===== src/rtl/hazard_stall_ctrl.sv =====
// hazard_stall_ctrl: stall/bubble/flush/freeze control for IF/ID and ID/EX.
// Ports: IF/ID operand fields, ID/EX dest info, branch and data-memory
// handshake in; PC/IF-ID write enables, bubble, flush, freeze, sticky
// memory-timeout flag and saturating stall/flush counters out.
module hazard_stall_ctrl #(
  parameter int MEM_TIMEOUT = 64,
  parameter int CNT_W       = 32
) (
  input  logic             clk_i,
  input  logic             rst_i,
  input  logic [4:0]       IFID_RS1Addr_i,
  input  logic [4:0]       IFID_RS2Addr_i,
  input  logic             IFID_RS2Used_i,
  input  logic             IsBranch_i,
  input  logic             BranchTaken_i,
  input  logic             IDEX_MemRead_i,
  input  logic             IDEX_RegWrite_i,
  input  logic [4:0]       IDEX_RDaddr_i,
  input  logic             MemReq_i,
  input  logic             MemAck_i,
  output logic             PCWrite_o,
  output logic             IFIDWrite_o,
  output logic             NoOp_o,
  output logic             Flush_o,
  output logic             Freeze_o,
  output logic             MemErr_o,
  output logic [CNT_W-1:0] StallCnt_o,
  output logic [CNT_W-1:0] FlushCnt_o
);

  localparam int WC_W = 16;
  localparam logic [WC_W-1:0] TIMEOUT = WC_W'(MEM_TIMEOUT);

  typedef enum logic [1:0] {
    RUN       = 2'd0,
    BR_STALL2 = 2'd1,
    MEM_WAIT  = 2'd2
  } state_e;

  state_e            state_q, state_d;
  state_e            ret_q, ret_d;
  logic [WC_W-1:0]   waitcnt_q, waitcnt_d;
  logic              memerr_q, memerr_d;
  logic [CNT_W-1:0]  stallcnt_q, stallcnt_d;
  logic [CNT_W-1:0]  flushcnt_q, flushcnt_d;

  logic match;
  logic memwait;
  logic lu;
  logic alu_br;
  logic rd_nz;
  logic rs1_hit;
  logic rs2_hit;

  // x0 is hardwired zero, so it can never carry a dependency.
  always_comb begin
    rd_nz   = (IDEX_RDaddr_i != 5'd0);
    rs1_hit = (IDEX_RDaddr_i == IFID_RS1Addr_i);
    rs2_hit = IFID_RS2Used_i
              && (IDEX_RDaddr_i == IFID_RS2Addr_i);
    match   = rd_nz && (rs1_hit || rs2_hit);
    memwait = MemReq_i && !MemAck_i;
    lu      = IDEX_MemRead_i && match;
    alu_br  = IsBranch_i && IDEX_RegWrite_i
              && !IDEX_MemRead_i && match;
  end

  always_comb begin
    state_d     = state_q;
    ret_d       = ret_q;
    waitcnt_d   = waitcnt_q;
    memerr_d    = memerr_q;
    PCWrite_o   = 1'b1;
    IFIDWrite_o = 1'b1;
    NoOp_o      = 1'b0;
    Flush_o     = 1'b0;
    Freeze_o    = 1'b0;

    unique case (state_q)
      RUN: begin
        if (memwait) begin
          Freeze_o    = 1'b1;
          PCWrite_o   = 1'b0;
          IFIDWrite_o = 1'b0;
          state_d     = MEM_WAIT;
          ret_d       = RUN;
          waitcnt_d   = WC_W'(1);
        end else if (lu) begin
          PCWrite_o   = 1'b0;
          IFIDWrite_o = 1'b0;
          NoOp_o      = 1'b1;
          // load value reaches a branch comparator in ID only
          // after a second bubble
          if (IsBranch_i) begin
            state_d = BR_STALL2;
          end
        end else if (alu_br) begin
          PCWrite_o   = 1'b0;
          IFIDWrite_o = 1'b0;
          NoOp_o      = 1'b1;
        end else if (IsBranch_i && BranchTaken_i) begin
          Flush_o = 1'b1;
        end
      end

      BR_STALL2: begin
        PCWrite_o   = 1'b0;
        IFIDWrite_o = 1'b0;
        if (memwait) begin
          // freeze holds ID/EX, so the bubble must not be injected;
          // the second stall resumes after the memory wait
          Freeze_o  = 1'b1;
          state_d   = MEM_WAIT;
          ret_d     = BR_STALL2;
          waitcnt_d = WC_W'(1);
        end else begin
          NoOp_o  = 1'b1;
          state_d = RUN;
        end
      end

      MEM_WAIT: begin
        Freeze_o    = 1'b1;
        PCWrite_o   = 1'b0;
        IFIDWrite_o = 1'b0;
        if (MemAck_i || !MemReq_i) begin
          state_d   = ret_q;
          waitcnt_d = '0;
        end else if (waitcnt_q == TIMEOUT) begin
          memerr_d  = 1'b1;
          state_d   = ret_q;
          waitcnt_d = '0;
        end else begin
          waitcnt_d = waitcnt_q + WC_W'(1);
        end
      end

      default: begin
        state_d = RUN;
        ret_d   = RUN;
      end
    endcase

    if (rst_i) begin
      PCWrite_o   = 1'b0;
      IFIDWrite_o = 1'b0;
      NoOp_o      = 1'b1;
      Flush_o     = 1'b0;
      Freeze_o    = 1'b0;
    end
  end

  // statistics saturate at all-ones instead of wrapping
  always_comb begin
    stallcnt_d = stallcnt_q;
    flushcnt_d = flushcnt_q;
    if (!PCWrite_o && (stallcnt_q != '1)) begin
      stallcnt_d = stallcnt_q + CNT_W'(1);
    end
    if (Flush_o && (flushcnt_q != '1)) begin
      flushcnt_d = flushcnt_q + CNT_W'(1);
    end
  end

  always_ff @(posedge clk_i) begin
    if (rst_i) begin
      state_q    <= RUN;
      ret_q      <= RUN;
      waitcnt_q  <= '0;
      memerr_q   <= 1'b0;
      stallcnt_q <= '0;
      flushcnt_q <= '0;
    end else begin
      state_q    <= state_d;
      ret_q      <= ret_d;
      waitcnt_q  <= waitcnt_d;
      memerr_q   <= memerr_d;
      stallcnt_q <= stallcnt_d;
      flushcnt_q <= flushcnt_d;
    end
  end

  assign MemErr_o   = memerr_q;
  assign StallCnt_o = stallcnt_q;
  assign FlushCnt_o = flushcnt_q;

endmodule


===== config.mk =====
export PLATFORM = sky130hd
export DESIGN_NAME = hazard_stall_ctrl
export DESIGN_NICKNAME = d
export VERILOG_FILES = /design/src/rtl/hazard_stall_ctrl.sv
export SDC_FILE = /design/constraint.sdc
export NUM_CORES = 1
export LEC_CHECK = 0
export CORE_MARGIN = 2
export CORE_UTILIZATION = 30
export CTS_CLUSTER_DIAMETER = 120
export DETAILED_ROUTE_END_ITERATION = 12
export GPL_TIMING_DRIVEN = 0
export PLACE_DENSITY_LB_ADDON = 0.3
export SLEW_MARGIN = 20
export SYNTH_ARGS = -nofsm -noshare
export SYNTH_HDL_FRONTEND = slang
export SYNTH_SLANG_ARGS = --single-unit

===== constraint.sdc =====
create_clock -name clk_i -period 4.64 [get_ports clk_i]
set_input_delay 0.696 -clock clk_i [delete_from_list [all_inputs] [get_ports clk_i]]
set_output_delay 0.696 -clock clk_i [all_outputs]
set_load 0.1 [all_outputs]

==> Word level (Yosys, flattened, before mapping) <==
Index checks and enable logic that the tools add are counted.
{ "totals": {"regBits": 85} }
{ "classes": {"reduce_logical": 25, "n_bitwise": 2, "n_addsub": 3, "muxes": 34, "n_eq_ne": 13} }
{ "ops": {"columns": ["cell", "count"], "rows": [
  ["adder 32 x 1 -> 32 bit (second input constant)", 2],
  ["!= test 32 bit (second input constant)", 2],
  ["2-to-1 mux 16 bit", 3],
  ["case mux 16 bit (2 select lines)", 1],
  ["2-to-1 mux 1 bit", 17],
  ["adder 16 x 1 -> 16 bit (second input constant)", 1],
  ["== test 16 x 7 -> 1 bit (second input constant)", 1],
  ["2-to-1 mux 2 bit", 8],
  ["case mux 2 bit (3 select lines)", 2],
  ["== test 5 bit", 2],
  ["logical AND 1 bit", 10],
  ["!= test 3 bit (second input constant)", 3],
  ["AND reduction 3 bit", 3],
  ["case mux 1 bit (2 select lines)", 3],
  ["nonzero test 5 bit", 1],
  ["zero test 1 bit", 4],
  ["!= test 2 bit (second input constant)", 2],
  ["OR reduction 2 bit", 2],
  ["== test 2 x 1 -> 1 bit (second input constant)", 1],
  ["== test 2 bit (second input constant)", 1],
  ["zero test 2 bit", 1],
  ["logical OR 1 bit", 2],
  ["!= test 2 x 1 -> 1 bit (second input constant)", 1],
  ["NOT 1 bit", 2],
  ["other kinds (2)", 2]
]} }

==> Depth between registers and ports, before layout <==
{ "depth": {"word_depth": 12, "ltp_mapped": 9} }

==> Worst setup path after synthesis <==
No wires, ideal clock.
{ "synth_timing": {"path_type": "input to output", "from": "in IDEX_RDaddr_i[4]", "to": "out NoOp_o", "arrival_ns": 3.702, "slack_ns": 0.242, "required_ns": 3.944, "stages": 6, "path_buffers": 0, "path_cell_list": "xnor2_1 > nand3_1 > o32a_2 > nor2_1 > a21oi_1 > o21ai_0"} }
{ "synth_via": {"elab_chain_cells": 10} }
{ "synth_lines": {"columns": ["element", "line", "rtl"], "rows": [
  ["from (decl)", "18", "input logic [4:0] IDEX_RDaddr_i,"],
  ["== test 5 bit", "60", "&& (IDEX_RDaddr_i == IFID_RS2Addr_i);"],
  ["logical AND 1 bit", "60", null],
  ["logical OR 1 bit", "61", "match = rd_nz && (rs1_hit || rs2_hit);"],
  ["logical AND 1 bit (*)", "61", null],
  ["logical AND 1 bit", "65", "&& !IDEX_MemRead_i && match;"],
  ["2-to-1 mux 1 bit", "97", "end else if (alu_br) begin"],
  ["2-to-1 mux 1 bit (*)", "88", "end else if (lu) begin"],
  ["2-to-1 mux 1 bit (*)", "81", "if (memwait) begin"],
  ["case mux 1 bit (2 select lines) (*)", "79", "unique case (state_q)"],
  ["2-to-1 mux 1 bit (*)", "144", "if (rst_i) begin"],
  ["to (decl)", "23", "output logic NoOp_o,"]
]} }
Mark *: on every way between the ends. The rest lies on a longest branch, timed or not.

==> Final worst setup path <==
Ends and elaborated chain as after synthesis.

==> metrics.yaml <==
status: "finished clean"
period_share_pct: 93.6
grt_use_total_pct: 17.5
totalPowerFinal_mw: 1.71
cp_cell_sequence: "clkdlybuf4s50_1 -> xnor2_1 -> nand3_1 -> o32a_2 -> nor2_1 -> a21oi_1 -> o21ai_0 -> clkdlybuf4s50_1"
end_kind: "output pin"
place.gp.congestion: 0.817
cts.sinks: 84
core_area_mm2: 0.0152
synth_flop_cell: "dfxtp_1"
hold_class: "reg2reg"
numCtsBuffers: 9
die_x_um: 129
finalNonFillerCells: 873
cts_max_path_buffers: 2
rows: 45
synthArstFlopShare_pct: 0
place_ws_ns: -0.519
synth_top_area_share_pct: 35.9
synth_cells: 576
grt_max_degree: 14
cts_root_buf: "clkbuf_16"
drive_gt1_share_pct: 7.59
slowest_stage: "clkdlybuf4s50_1"
regArea_mm2: 0.00168
hpwl_mm: 10.5
die_area_mm2: 0.0166
fin_area_mm2: 0.00615
path_max_fanout: 5
fin_tns_setup_ns: 0
holdWs_ns: 0.499
syn_area_mm2: 0.00468
synth_cell_types: 54
critPathMaxStageDelay_ns: 1.17
nets: 712
synth_largest_area_cell: "dfxtp_1"
start_kind: "primary input"
max_freq_mhz: 230
crit_arrival_ns: 3.65
antenna_found_initial: 0
grt_pass1_vias: 4617
synthAdderAreaFrac_pct: 2.14
critPathRequiredTime_ns: 3.94
clk_latency_ns: 0.35
cts-htree-levels: 3
cts_tree: "yes"
fin_util_pct: 40.4
routed_wl_mm: 14.4
place_area_mm2: 0.00585
fillers: 1545
power.density_mw_per_mm2: 278
multi_input_area_mm2: 0.00281
hold_viol: 0
p_leak_nw: 1.95
avgSynthCellArea_um2: 8.13
ant_nets: 0
synthToLayoutAreaGrowth_pct: 31.2
antennaDiodeCount: 0
synth-seq-area-share_pct: 35.9
drt_iter0_markers: 449
ys_warn_count: 0
min_period_ns: 4.34
cpMostUsedCell: "clkdlybuf4s50_1"
port_buffers: 93
wl_per_cell_um: 16.5
syn_nets: 608
drc_errors: 0
die_h_um: 129
path_class: "in2out"
cts_hold_buffers: 0
synth-edff-count: 0
synth-simple-area-share_pct: 32.2
io-pin-count: 94
final_common_cell: "clkdlybuf4s50_1"
slew_violations: 0
relSlewSlack_pct: 33.4
clk_transition_reported_paths_ns: 0.06
firstDrtPassIters: 5
grt_pass1_wl_mm: 23.0
synth_compound_area_share_pct: 19.5
synth-xor-area-share_pct: 3.93
rsz0062_at_grt: "false"
ir_worst_vdd_v: 0.000182
layout_setup_ws_ns: 0.298
crit_family: "buffers and inverters"
setup_viol: 0
initial_utilization_pct: 30.8
mostFrequentLayoutCells: "clkdlybuf4s50_1 (90), dfxtp_1 (84), a21oi_1 (62)"
overflow: 0
muxShareOfSynthArea_pct: 2.38
vias: 4997
avgViaCountPerCell: 5.72
place_inst: 857
ys_ff_latch: 84
final.setup_skew_ns: 0.00715
synth_top_family_by_area: "simple AND/OR/NAND/NOR gates"
cap_violations: 0
cts_setup_buffers: 0
crit_buf_inv: 2
tightest_slew_ns: 0.996
synthTopCellsByArea: "dfxtp_1 (36%), a21oi_1 (6.6%), or4_1 (5.0%)"
per-layer routing:
metal | up-vias | part of all wire [%] | wire length [um] | GRT usage [%]
met3 | 31 | 6.6 | 954 | 4.74
met4 | 0 | 2.0 | 287 | 7.16
met2 | 197 | 48 | 6900 | 28.8
li1 | 2382 | - | - | -
met1 | 2387 | 43 | 6240 | 21.6
met5 | - | 0 | 0 | 0
cell families after synthesis:
family | count (synthesis)
AND/OR/NAND/NOR | 265
adder cells (fa/ha/maj) | 8
AO/OA/AOI/OAI | 145
flip-flops | 84
buffers and inverters | 43
multiplexers | 10
XOR/XNOR | 21
cell type report:
| type | instances | share of cell area [%] |
|---|---|---|
| multi-input cells | 449 | 45.8 |
| flip-flops and latches | 84 | 27.4 |
| repair buffers | 93 | 15.2 |
| clock buffers | 13 | 4.40 |
| well taps | 188 | 3.83 |
| plain buffers | 26 | 2.04 |
| inverters | 17 | 1.04 |
| clock inverters | 3 | 0.326 |
what timing repair did:
action,in CTS,in global routing
pin swaps,0,0
endpoints found under the setup margin,2,3
resized for setup,6,3
Yosys cell counts (all sizes together) (10+ instances only):
cell    instances
dfxtp          84
a21oi          62
nor2           43
nand2          41
o21ai          34
or4            31
nand3          30
o31ai          30
nand4          28
or3            26
clkbuf         18
inv            17
and3           16
nor4           11
xor2           11
xnor2          10
worst reg2reg max path, cell delays in order (launching register included):
cell and delay [ns]:
dfxtp_1 0.41, inv_1 0.11, ha_1 0.27, nor2_1 0.34, o21ai_0 0.23, a31oi_4 0.34, clkbuf_1 0.41, clkbuf_1 0.50
o31ai_1 0.17, a21oi_1 0.15
report_power, final:
group	internal [mW]	switching (mW)	total (mW)
combinational	0.0780	0.178	0.257
clock	0.406	0.305	0.711
sequential	0.729	0.0115	0.740
total	1.21	0.495	1.71
sequential cells by signal (all words and copies together), names as in the netlist:
register,count
ret_q,1
StallCnt_o,32
MemErr_o,1
state_q,2
waitcnt_q,16
FlushCnt_o,32
final timing paths:
path,startpoint,cells past startpoint,to,slack (ns)
hold reg to reg,MemErr_o$_SDFFE_PP0P_,2,MemErr_o$_SDFFE_PP0P_,0.50
hold / removal,MemErr_o$_SDFFE_PP0P_,2,MemErr_o$_SDFFE_PP0P_,0.50
setup / recovery,IDEX_RDaddr_i[4],8,NoOp_o,0.30
setup reg to reg,state_q[0]$_SDFFE_PP0P_,9,StallCnt_o[28]$_SDFFE_PP0P_,1.64
Note: power is estimated with default switching activity, not from simulation.
